**src/rtl/seq_divider32.sv**
```systemverilog
// Iterative restoring divider: one quotient bit per clock, signed or unsigned,
// with a start/busy/done handshake and a divide-by-zero flag.
module seq_divider32 #(
    parameter int unsigned WIDTH = 32
) (
    input  logic             clk,
    input  logic             rst_n,
    input  logic             Start,
    input  logic             Signed,
    input  logic [WIDTH-1:0] A,
    input  logic [WIDTH-1:0] B,
    output logic             Busy,
    output logic             Done,
    output logic [WIDTH-1:0] Quotient,
    output logic [WIDTH-1:0] Remainder,
    output logic             DivByZero
);

    localparam int unsigned CW = $clog2(WIDTH);
    localparam int unsigned WX = WIDTH + 1;
    localparam logic [CW-1:0] LAST = CW'(WIDTH - 1);

    typedef enum logic [1:0] {
        S_IDLE = 2'd0,
        S_CALC = 2'd1,
        S_FIX  = 2'd2,
        S_DONE = 2'd3
    } state_t;

    state_t state, state_next;

    logic             busy_next;
    logic             done_next;
    logic             start_acc;
    logic             load_out;

    logic [CW-1:0]    cnt;
    logic [WIDTH-1:0] rem;
    logic [WIDTH-1:0] quo;
    logic [WIDTH-1:0] bmag;
    logic [WIDTH-1:0] a_orig;
    logic             a_neg;
    logic             b_neg;
    logic             sgn;
    logic             bzero;

    logic [WIDTH-1:0] a_mag;
    logic [WIDTH-1:0] b_mag;
    logic [WX-1:0]    shifted;
    logic [WX-1:0]    trial;
    logic [WIDTH-1:0] rem_step;
    logic [WIDTH-1:0] quo_step;
    logic [WIDTH-1:0] q_fix;
    logic [WIDTH-1:0] r_fix;

    // State register plus registered handshake outputs
    always_ff @(posedge clk or negedge rst_n) begin
        if (!rst_n) begin
            state <= S_IDLE;
            Busy  <= 1'b0;
            Done  <= 1'b0;
        end else begin
            state <= state_next;
            Busy  <= busy_next;
            Done  <= done_next;
        end
    end

    // Next-state and control decode; Start is only honoured in IDLE or DONE
    always_comb begin
        state_next = state;
        start_acc  = 1'b0;
        load_out   = 1'b0;
        busy_next  = 1'b0;
        done_next  = 1'b0;
        case (state)
            S_IDLE: begin
                if (Start) begin
                    state_next = S_CALC;
                    start_acc  = 1'b1;
                end
            end
            S_CALC: begin
                if (cnt == LAST) begin
                    state_next = S_FIX;
                end
            end
            S_FIX: begin
                state_next = S_DONE;
                load_out   = 1'b1;
            end
            S_DONE: begin
                if (Start) begin
                    state_next = S_CALC;
                    start_acc  = 1'b1;
                end else begin
                    state_next = S_IDLE;
                end
            end
            default: state_next = S_IDLE;
        endcase
        busy_next = (state_next == S_CALC) || (state_next == S_FIX);
        done_next = (state_next == S_DONE);
    end

    // Operand magnitudes, one restoring step, and the final sign fix-up
    always_comb begin
        a_mag    = (Signed && A[WIDTH-1]) ? (~A + WIDTH'(1)) : A;
        b_mag    = (Signed && B[WIDTH-1]) ? (~B + WIDTH'(1)) : B;
        shifted  = {rem, quo[WIDTH-1]};
        trial    = shifted + ~{1'b0, bmag} + WX'(1);
        rem_step = trial[WIDTH] ? shifted[WIDTH-1:0] : trial[WIDTH-1:0];
        quo_step = {quo[WIDTH-2:0], ~trial[WIDTH]};
        q_fix    = (sgn && (a_neg != b_neg)) ? (~quo + WIDTH'(1)) : quo;
        r_fix    = (sgn && a_neg) ? (~rem + WIDTH'(1)) : rem;
        if (bzero) begin
            q_fix = '1;
            r_fix = a_orig;
        end
    end

    // Datapath registers; outputs only move on the FIX->DONE edge
    always_ff @(posedge clk or negedge rst_n) begin
        if (!rst_n) begin
            cnt       <= '0;
            rem       <= '0;
            quo       <= '0;
            bmag      <= '0;
            a_orig    <= '0;
            a_neg     <= 1'b0;
            b_neg     <= 1'b0;
            sgn       <= 1'b0;
            bzero     <= 1'b0;
            Quotient  <= '0;
            Remainder <= '0;
            DivByZero <= 1'b0;
        end else begin
            if (start_acc) begin
                sgn    <= Signed;
                a_neg  <= Signed & A[WIDTH-1];
                b_neg  <= Signed & B[WIDTH-1];
                bzero  <= (B == '0);
                a_orig <= A;
                quo    <= a_mag;
                bmag   <= b_mag;
                rem    <= '0;
                cnt    <= '0;
            end else if (state == S_CALC) begin
                rem <= rem_step;
                quo <= quo_step;
                cnt <= cnt + CW'(1);
            end
            if (load_out) begin
                Quotient  <= q_fix;
                Remainder <= r_fix;
                DivByZero <= bzero;
            end
        end
    end

endmodule

```
**config.mk**
```make
export PLATFORM = sky130hd
export DESIGN_NAME = seq_divider32
export DESIGN_NICKNAME = d
export VERILOG_FILES = /design/src/rtl/seq_divider32.sv
export SDC_FILE = /design/constraint.sdc
export NUM_CORES = 1
export LEC_CHECK = 0
export ABC_AREA = 0
export BUFFER_PORTS_ARGS = -buffer_cell sky130_fd_sc_hd__buf_2
export CORE_ASPECT_RATIO = 0.7
export CORE_MARGIN = 5
export CORE_UTILIZATION = 35
export DETAILED_ROUTE_END_ITERATION = 10
export SYNTH_ARGS = -nofsm -noshare
export SYNTH_HDL_FRONTEND = slang
export SYNTH_SLANG_ARGS = --single-unit
```
**constraint.sdc**
```tcl
create_clock -name clk -period 5.92 [get_ports clk]
set_input_delay 1.184 -clock clk [delete_from_list [all_inputs] [get_ports clk]]
set_output_delay 1.184 -clock clk [all_outputs]
set_load 0.05 [all_outputs]
```
==> results of run 1 <==
## cells in the mapped netlist, types with 12 or more instances
cell      number  area share [%]
clkbuf_1      73             2.1
o31ai_1       23             1.3
xnor2_1       73             4.9
nand2_1      287             8.2
nor4_1        13            0.62
or3_1         17            0.81
a31oi_1       32             1.5
inv_1         54             1.5
a21oi_1      101             3.8
xor2_1        69             4.6
dfrtp_1      206              39
nand3_1       20            0.76
nor2_1       107             3.1
nor3_1        34             1.3
ha_1          43             4.1
o21ai_0      148             5.6
or4_1         12            0.69
mux2i_1       32             2.4
mux2_2        22             1.9
o41ai_1       12            0.80
## routing by layer
layer	track usage (%)	routed length, µm
met1	26.0	18700
met2	27.5	16300
met3	3.24	1870
met4	3.82	814
met5	0	10
## power groups by stage
stage	registers (mW)	logic [mW]	clock network [mW]
floorplan	2.27	3.51	0
global placement	2.41	4.44	0
detailed placement	2.43	4.49	0
CTS	2.40	4.52	1.53
global route	2.48	5.12	1.58
finish	2.40	4.53	1.48
## critical path: cells and delay by family (launching register included)
kind | cells | cell delay [ns]
simple gates | 1 | 0.17
buf+inv | 1 | 0.09
xor+xnor | 1 | 0.79
fa+ha+maj | 2 | 0.64
compound gates | 6 | 1.52
flops | 1 | 0.53
## final cells by class
type / count / share of cell area [%]
Tap cell: 488 / 4.07
Multi-Input combinational cell: 1215 / 49.9
Sequential cell: 206 / 34.3
Inverter: 54 / 1.35
Clock buffer: 32 / 4.39
Clock inverter: 10 / 0.759
Timing Repair Buffer: 145 / 5.16
## state kept, by name (all words and copies together), names as in the netlist, 2 cells and up
register / flops
Quotient: 32
Remainder: 32
a_orig: 32
bmag: 32
cnt: 5
quo: 32
rem: 32
state: 2
## cells by family after synthesis
family	Yosys count	share of synthesized area (%)
AO/OA/AOI/OAI	399	18.5
XOR/XNOR	144	9.71
adder cells (fa/ha/maj)	44	4.25
buffers and inverters	140	4.10
flip-flops	206	39.2
multiplexers	54	4.32
AND/OR/NAND/NOR	574	19.9
## cell usage in the layout, fill, tap and decap left out, types with 7 or more instances in the layout
| master | count |
|---|---|
| ha_1 | 41 |
| a21o_1 | 10 |
| and3_1 | 11 |
| a21oi_1 | 101 |
| and2_1 | 11 |
| mux2_2 | 22 |
| buf_4 | 10 |
| xnor2_1 | 73 |
| buf_2 | 133 |
| nand2b_1 | 8 |
| mux2i_1 | 32 |
| o211ai_1 | 7 |
| o41ai_1 | 12 |
| inv_1 | 54 |
| nand4_1 | 11 |
| dfrtp_1 | 206 |
| or4_1 | 12 |
| or3_1 | 17 |
| a221o_1 | 7 |
| xor2_1 | 69 |
| a31oi_1 | 32 |
| o31ai_1 | 23 |
| nand3_1 | 20 |
| a211oi_1 | 8 |
| nor4_1 | 13 |
| nor2_1 | 106 |
| nand2_1 | 287 |
| nor2b_1 | 8 |
| nor3_1 | 34 |
| o21ai_0 | 148 |
| clkbuf_16 | 23 |
| o21a_1 | 7 |
## how the worst max path moves through the flow
stage | start | end | slack, ns | depth (start not counted)
after floorplan | B[6] | bmag[30] | 2.58 | 8
after global placement | A[4] | quo[28] | 1.92 | 8
after detailed placement | A[4] | quo[30] | 1.89 | 8
after CTS | quo[31] | rem[26] | 2.10 | 11
after global routing | quo[31] | rem[26] | 1.81 | 11
final | quo[31] | rem[26] | 2.08 | 11
==> flow_metrics.py, run 1 <==
metrics = {
    "clock_network": {
        "post_cts_buffers": 0,
        "cts_buffer_depth": 3,
        "cts_tree": "yes",
        "cts_sinks": 206,
        "clk-insertion-delay-late_ns": 0.53,
        "htreeDepth": 1,
        "cts_resized": 0,
        "cts_hold_buf": 0,
        "clock-root-buffer": "clkbuf_16",
        "path_clk_slew_ns": 0.06,
        "cts_buffers": 23,
    },
    "timing": {
        "worst_slack_ns": 2.08,
        "hold_violations": 0,
        "tightest_slew_ns": 1.10,
        "slew_headroom_pct": 26.7,
        "rsz0062_at_grt": "no",
        "max_freq_mhz": 261,
        "tns_ns": 0,
        "fin_crit_sh_pct": 64.8,
        "slew_violations": 0,
        "finalSetupViolCount": 0,
        "fin_skew_ns": 0.0128,
        "min_period_ns": 3.84,
        "fin_hold_ws_ns": 0.473,
    },
    "route": {
        "drc": 0,
        "dr.pass1.iters": 5,
        "ant_nets": 0,
        "drt_iter0_drc": 793,
        "avgRoutedWirePerCell_um": 17.5,
        "vias_per_cell": 5.39,
        "totalWireLength_mm": 37.7,
        "vias": 11588,
    },
    "synth": {
        "ys.flop_type": "dfrtp_1",
        "synth-async-reset-ratio_pct": 100,
        "syn_area_per_cell_um2": 8.42,
        "synth-edff-count": 0,
        "synthesis.area_mm2": 0.0131,
        "synth_seq_cells": 206,
        "yosys_warnings": 0,
        "ys_seq_area_share_pct": 39.2,
        "syn-num-nets": 1673,
        "synthDistinctLibCells": 69,
        "syn-instance-count": 1561,
    },
    "floorplanning": {
        "fp.dieH_um": 172,
        "start_util_pct": 35.4,
        "die_w_um": 242,
        "row_count": 59,
        "pin_count": 135,
        "die_area_mm2": 0.0416,
        "core_area_mm2": 0.0371,
    },
    "critical_path": {
        "critPathKind": "reg2reg",
        "end_kind": "flip-flop",
        "rrSetupSlack_ns": 2.08,
        "startpoint_type": "flip-flop",
        "worstRegToRegCells": 11,
        "critPathMaxFanout": 34,
        "reg2reg_to": "rem[26]",
        "worst_ep_required_time_ns": 6.37,
        "timing.rr.start": "quo[31]",
        "critPathArrivalTime_ns": 4.28,
        "slowest_stage": "xnor2_4",
        "cpPeakStageDelay_ns": 0.79,
        "cp_cell_sequence": "inv_1 > ha_1 > fa_1 > nor2b_1 > o211ai_1 > a31o_2 > a21boi_2 > o32ai_4 > xnor2_4 > o311ai_0 > a31oi_1",
    },
    "cells_and_area": {
        "post-route-util_pct": 40.4,
        "area_growth_pct": 14.2,
        "final_area_mm2": 0.0150,
        "fill_cells": 3757,
        "diodes": 0,
        "layout.nets": 1757,
        "multi_input_area_mm2": 0.00749,
        "finalNonFillerCells": 2150,
        "drive_gt1_share_pct": 13.6,
        "seqCellArea_mm2": 0.00515,
    },
    "global_routing": {
        "grt_pass1_vias": 11065,
        "grtUsageTotal_pct": 17.7,
        "gr-total-overflow": 0,
        "grt_pass1_wl_mm": 60.8,
        "grt_max_degree": 126,
        "antenna_found_initial": 1,
    },
    "place": {
        "pre_cts_slack_ns": 1.89,
        "place_hpwl_mm": 27.6,
        "place_inst": 2108,
        "post_dp_cell_area_mm2": 0.0142,
        "gp_congestion": 0.873,
        "port_buffers": 134,
    },
    "power_and_ir_drop": {
        "ir_drop_uv": 340,
        "p_int_mw": 4.54,
        "power_density_mw_per_mm2": 560,
        "clockPowerShare_pct": 17.6,
        "power_frac_seq_pct": 28.5,
        "p_sw_share_pct": 46.1,
        "p_comb_share_pct": 53.8,
        "power_mw": 8.41,
        "leakage_nw": 6.80,
        "switchingPower_mw": 3.88,
    },
    "hold_path": {
        "min_path_cells": 2,
        "hold-path-endpoint": "a_orig[29]",
        "hp-start": "a_orig[29]",
        "hold_class": "reg2reg",
    },
    "outcome": {
        "status": "completed",
    },
    "run": {
        "cap_violations": 0,
    },
}
Power figures use the tool's default switching activity.
==> run 2: changes to the inputs <==
==> constraint.sdc (replaced) <==
create_clock -name clk -period 4 [get_ports clk]
set_input_delay 0.8 -clock clk [delete_from_list [all_inputs] [get_ports clk]]
set_output_delay 0.8 -clock clk [all_outputs]
set_load 0.05 [all_outputs]
==> run 2 against run 1 <==
Power rose by 51%. Clock skew fell by 0.0037 ns. Sequential share of layout area fell by 0.33 points. Largest power group unchanged. First-iteration DRC count rose by 17%. Clock power rose by 59%. Worst setup slack got worse by 1.5 ns. Largest cell class unchanged. Design area rose by 0.98%. Critical endpoint is now rem[31]. Flip-flop and latch count did not move. Sequential power rose by 48%.
==> flow_metrics.py, run 2 (synthesized netlist as in run 1, its figures left out) <==
metrics = {
    "critical_path": {
        "critPathArrivalTime_ns": 3.84,
        "cp_cell_sequence": "ha_1 > nand4_1 > or3_1 > a211oi_2 > a21boi_2 > o32ai_4 > or3b_1 > a2111o_1 > a31oi_1",
        "slowest_stage": "ha_1",
        "end_kind": "flip-flop",
        "critPathKind": "reg2reg",
        "startpoint_type": "flip-flop",
        "critPathMaxFanout": 11,
        "worst_ep_required_time_ns": 4.46,
        "cpPeakStageDelay_ns": 0.49,
    },
    "global_routing": {
        "gr-total-overflow": 0,
        "grt_max_degree": 94,
        "grtUsageTotal_pct": 18.1,
        "grt_pass1_wl_mm": 62.1,
        "grt_pass1_vias": 11398,
        "antenna_found_initial": 3,
    },
    "clock_network": {
        "path_clk_slew_ns": 0.06,
        "clk-insertion-delay-late_ns": 0.54,
        "cts_resized": 0,
        "htreeDepth": 1,
        "cts_tree": "yes",
        "cts_sinks": 206,
        "cts_buffer_depth": 3,
        "cts_buffers": 24,
        "cts_hold_buf": 0,
        "clock-root-buffer": "clkbuf_16",
        "post_cts_buffers": 0,
    },
    "power_and_ir_drop": {
        "switchingPower_mw": 5.83,
        "p_sw_share_pct": 45.7,
        "ir_drop_uv": 435,
        "clockPowerShare_pct": 18.5,
        "power_density_mw_per_mm2": 841,
        "power_frac_seq_pct": 27.7,
        "leakage_nw": 6.88,
        "p_int_mw": 6.92,
        "p_comb_share_pct": 53.8,
        "power_mw": 12.7,
    },
    "route": {
        "drt_iter0_drc": 926,
        "totalWireLength_mm": 38.2,
        "dr.pass1.iters": 5,
        "drc": 0,
        "avgRoutedWirePerCell_um": 17.7,
        "vias": 11695,
        "vias_per_cell": 5.41,
        "ant_nets": 0,
    },
    "timing": {
        "hold_violations": 0,
        "rsz0062_at_grt": "no",
        "worst_slack_ns": 0.625,
        "tns_ns": 0,
        "fin_crit_sh_pct": 84.4,
        "slew_violations": 0,
        "finalSetupViolCount": 0,
        "max_freq_mhz": 296,
        "slew_headroom_pct": 31.3,
        "min_period_ns": 3.38,
        "tightest_slew_ns": 1.03,
        "fin_skew_ns": 0.00909,
    },
    "cells_and_area": {
        "seqCellArea_mm2": 0.00515,
        "drive_gt1_share_pct": 14.1,
        "final_area_mm2": 0.0152,
        "layout.nets": 1767,
        "post-route-util_pct": 40.8,
        "final_cell_mix": "nand2_1 (287), dfrtp_1 (206), o21ai_0 (148)",
        "layout_commonest_cell": "nand2_1",
        "fill_cells": 3779,
        "diodes": 0,
        "multi_input_area_mm2": 0.00748,
        "area_growth_pct": 15.3,
    },
    "place": {
        "post_dp_cell_area_mm2": 0.0143,
        "place_hpwl_mm": 28.3,
        "gp_congestion": 0.889,
        "pre_cts_slack_ns": 0.647,
        "port_buffers": 134,
    },
    "outcome": {
        "status": "completed",
    },
    "hold_path": {
        "hold_class": "in2async",
    },
    "floorplanning": {
        "start_util_pct": 35.4,
        "pin_count": 135,
        "die_w_um": 242,
        "fp.dieH_um": 172,
        "row_count": 59,
        "core_area_mm2": 0.0371,
        "die_area_mm2": 0.0416,
    },
    "run": {
        "cap_violations": 0,
    },
}
==> run 2: changes by cell type in the layout (fill, tap and decap cells not counted) <==
cell | previous run | this run
xnor2_2 | 0 | 1
bufinv_16 | 2 | 4
clkbuf_16 | 23 | 24
clkbuf_8 | 6 | 4
buf_12 | 1 | 3
clkinv_2 | 4 | 5
clkbuf_1 | 4 | 5
xnor2_4 | 1 | 0
clkinvlp_4 | 1 | 0
buf_4 | 10 | 17
inv_6 | 2 | 1
clkinv_8 | 0 | 1
==> run 2: stage by stage <==
step                cells  hold WS, ns
global route         2161        0.332
finish               2161        0.286
global placement     2117        0.458
floorplan            1561        0.439
CTS                  2161        0.297
detailed placement   2117        0.456
==> run 2: path summary, 6_finish.rpt <==
check,slack (ns),cells after the start,start,endpoint
max,0.62,9,rem[26],rem[31]
min,0.29,1,rst_n,rem[31]
max reg2reg,0.62,9,rem[26],rem[31]
min reg2reg,0.48,2,a_orig[21],a_orig[21]
max in group asynchronous,2.71,2,rst_n,Quotient[10]
min in group clk,0.48,2,a_orig[21],a_orig[21]
==> run 2: worst max-delay path, delay by kind of cell, from the launching register on <==
family                     cells  cell delay (ns)
DFF                            1             0.44
AOI/OAI and AO/OA              5             1.32
and+or+nand+nor                3             1.04
adders and majority gates      1             0.49
==> run 2: final cells by class <==
cell class	instances	share of cell area [%]
well taps	488	4.03
clock buffers	32	4.36
repair buffers	154	5.72
multi-input cells	1215	49.4
clock inverters	12	1.18
flip-flops and latches	206	34.0
inverters	54	1.34
==> run 2: metal layers <==
| layer | wire [µm] | GRT usage (%) | up-vias |
|---|---|---|---|
| met1 | 18500 | 26.8 | 5696 |
| met3 | 2020 | 3.09 | 56 |
| met2 | 16700 | 27.8 | 269 |
| met4 | 908 | 4.19 | 4 |
| li1 | - | - | 5670 |
| met5 | 17 | 0 | - |
==> run 2: power by group through the flow <==
stage | logic (mW) | clock network [mW] | registers (mW)
2_1_floorplan | 5.20 | 0 | 3.36
3_3_place_gp | 6.70 | 0 | 3.55
3_5_place_dp | 6.79 | 0 | 3.57
4_1_cts | 6.84 | 2.41 | 3.54
5_1_grt | 7.72 | 2.50 | 3.65
6_report | 6.85 | 2.35 | 3.54
==> run 3: changes to the inputs <==
--- a/config.mk
+++ b/config.mk
@@ -5,7 +5,7 @@
 export SDC_FILE = /design/constraint.sdc
 export NUM_CORES = 1
 export LEC_CHECK = 0
-export ABC_AREA = 0
+export ABC_AREA = 1
 export BUFFER_PORTS_ARGS = -buffer_cell sky130_fd_sc_hd__buf_2
 export CORE_ASPECT_RATIO = 0.7
 export CORE_MARGIN = 5
==> constraint.sdc (replaced) <==
create_clock -name clk -period 3.5 [get_ports clk]
set_input_delay 0.7 -clock clk [delete_from_list [all_inputs] [get_ports clk]]
set_output_delay 0.7 -clock clk [all_outputs]
set_load 0.05 [all_outputs]
==> run 3 against run 2 <==
Sequential power up 21%. Critical path depth grew 5. Worst hold slack lost 0.17 ns. Count of clock-buffer cells in the layout unchanged. Die area grew 12%. Routed wire length grew 40%. Clock skew increased by 0.0064 ns. Combinational power is 62% higher. Via count up 30%. Non-clock buffer count unchanged. Cell count is 35% higher. Critical path type unchanged.
==> flow_metrics.py, run 3 <==
metrics = {
    "outcome": {
        "status": "completed",
    },
    "cells_and_area": {
        "drive_gt1_share_pct": 10.4,
        "layout.nets": 2462,
        "layout_commonest_cell": "nand2_1",
        "final_cell_mix": "nand2_1 (653), inv_1 (347), nand3_1 (212)",
        "area_growth_pct": 14.4,
        "diodes": 0,
        "fill_cells": 4442,
        "finalNonFillerCells": 2919,
    },
    "critical_path": {
        "cp_common_cell": "nand2_1",
        "critPathMaxFanout": 28,
        "cp_cell_sequence": "inv_1 > ha_1 > nand2_1 > nand2_1 > nand2_1 > nand2_1 > a21oi_1 > nand2_2 > nand2_4 > nand3_4 > nand2_8 > nand2_1 > nand3_1 > nand2_1",
        "worst_ep_required_time_ns": 3.91,
        "slowest_stage": "dfrtp_1",
        "startpoint_type": "flip-flop",
        "critPathKind": "reg2reg",
        "worstRegToRegCells": 14,
        "critPathArrivalTime_ns": 3.23,
        "end_kind": "flip-flop",
        "cpPeakStageDelay_ns": 0.38,
        "rrSetupSlack_ns": 0.68,
    },
    "power_and_ir_drop": {
        "p_sw_share_pct": 53.7,
        "p_comb_share_pct": 60.9,
        "leakage_nw": 8.78,
        "clockPowerShare_pct": 15.6,
        "switchingPower_mw": 9.82,
        "ir_drop_uv": 403,
        "power_frac_seq_pct": 23.5,
        "p_int_mw": 8.45,
        "power_density_mw_per_mm2": 1080,
    },
    "route": {
        "avgRoutedWirePerCell_um": 18.3,
        "totalWireLength_mm": 53.3,
        "ant_nets": 0,
        "dr.pass1.iters": 6,
        "met1Wirelength_mm": 27.1,
        "maxUsedRoutingLayer": "met4",
        "vias_per_cell": 5.23,
        "wl_met3_mm": 4.44,
        "drt_iter0_drc": 1541,
        "wl_met2_mm": 20.7,
        "drc": 0,
        "vias": 15261,
    },
    "clock_network": {
        "cts_tree": "yes",
        "path_clk_slew_ns": 0.06,
        "cts_sinks": 206,
        "cts_hold_buf": 0,
        "cts_resized": 0,
        "htreeDepth": 1,
        "post_cts_buffers": 0,
        "cts_buffer_depth": 3,
        "clk-insertion-delay-late_ns": 0.54,
        "cts_buffers": 24,
        "clock-root-buffer": "clkbuf_16",
    },
    "timing": {
        "tightest_slew_ns": 1.18,
        "fin_skew_ns": 0.0155,
        "max_freq_mhz": 355,
        "fin_crit_sh_pct": 80.5,
        "min_period_ns": 2.82,
        "slew_violations": 0,
        "hold_violations": 0,
        "tns_ns": 0,
        "slew_headroom_pct": 21.2,
        "rsz0062_at_grt": "no",
        "finalSetupViolCount": 0,
        "worst_slack_ns": 0.681,
    },
    "floorplanning": {
        "pin_count": 135,
        "die_area_mm2": 0.0465,
        "die_w_um": 256,
        "start_util_pct": 35.1,
        "row_count": 63,
        "fp.dieH_um": 182,
        "core_area_mm2": 0.0420,
    },
    "synth": {
        "synthTopCellsByCount": "nand2_1 (653), inv_1 (348), nand3_1 (212)",
        "yosysMostFrequentCell": "nand2_1",
        "synth-async-reset-ratio_pct": 100,
        "synth-edff-count": 0,
        "synth_seq_cells": 206,
        "netlist.area_leader.share_pct": 34.9,
        "syn_area_per_cell_um2": 6.59,
        "synthDistinctLibCells": 53,
        "ys.flop_type": "dfrtp_1",
        "synth_area_leaders": "dfrtp_1 (35%), nand2_1 (17%), inv_1 (8.8%)",
        "syn-instance-count": 2240,
        "yosysTopAreaCell": "dfrtp_1",
        "synthesis.area_mm2": 0.0148,
        "syn-num-nets": 2352,
        "yosys_warnings": 0,
        "ys_seq_area_share_pct": 34.9,
    },
    "global_routing": {
        "grt_pass1_vias": 14581,
        "grt_max_degree": 91,
        "antenna_found_initial": 0,
        "grtUsageTotal_pct": 22.6,
        "gr-total-overflow": 0,
        "grt_pass1_wl_mm": 84.4,
    },
    "hold_path": {
        "hold_class": "in2async",
    },
    "place": {
        "pre_cts_slack_ns": 0.743,
        "place_inst": 2876,
        "gp_congestion": 0.959,
        "port_buffers": 134,
        "place_hpwl_mm": 41.5,
    },
    "run": {
        "cap_violations": 0,
    },
}
run 3: stage by stage:
step | hold WS (ns) | power [mW] | utilization, % | instance area [µm²]
finish | 0.113 | 18.3 | 40.2 | 16900
global route | 0.143 | 19.9 | 40.2 | 16900
CTS | 0.126 | 18.2 | 40.2 | 16900
detailed placement | 0.458 | 15.3 | 38.1 | 16000
global placement | 0.455 | 15.2 | 38.1 | 16000
floorplan | 0.404 | 12.2 | - | 14800
run 3: power by group through the flow:
stage                     combinational [mW]  clock, mW  sequential [mW]
after detailed placement                10.9          0             4.31
after global placement                  10.9          0             4.30
after floorplan                         7.02          0             5.20
after global routing                    12.4       3.03             4.41
final                                   11.1       2.86             4.28
after CTS                               11.0       2.93             4.28
run 3: cell families after synthesis:
kind of cell	count (synthesis)	share of synthesized area, %
XOR/XNOR	48	2.85
AO/OA/AOI/OAI	321	12.7
flip-flops	206	34.9
buffers and inverters	424	11.2
AND/OR/NAND/NOR	1197	34.5
adder cells (fa/ha/maj)	44	3.78
run 3: critical path: cells and delay by family (launching register included):
family,cells,cell delay [ns]
simple gates,11,1.52
flops,1,0.38
fa+ha+maj,1,0.34
buf+inv,1,0.26
compound gates,1,0.17
run 3: path summary, 6_finish.rpt:
path,endpoint,startpoint
setup / recovery,rem[8],bmag[9]
hold / removal,rem[14],rst_n
setup reg to reg,rem[8],bmag[9]
hold reg to reg,Quotient[30],Quotient[30]
max in group asynchronous,Quotient[5],rst_n
min in group clk,quo[7],A[7]
run 3: cell type report:
| cell class | count | area (µm²) | area share, % |
|---|---|---|---|
| Tap cell | 552 | 691 | 4.09 |
| Clock inverter | 11 | 215 | 1.27 |
| Clock buffer | 32 | 672 | 3.98 |
| Timing Repair Buffer | 154 | 856 | 5.07 |
| Inverter | 354 | 1330 | 7.87 |
| Multi-Input combinational cell | 1610 | 7970 | 47.2 |
| Sequential cell | 206 | 5150 | 30.5 |
run 3: metal layers:
layer | track usage (%) | vias to the layer above
met3 | 5.27 | 77
met1 | 35.6 | 7218
li1 | - | 7392
met2 | 31.4 | 574
met4 | 4.08 | 0
met5 | 0 | -
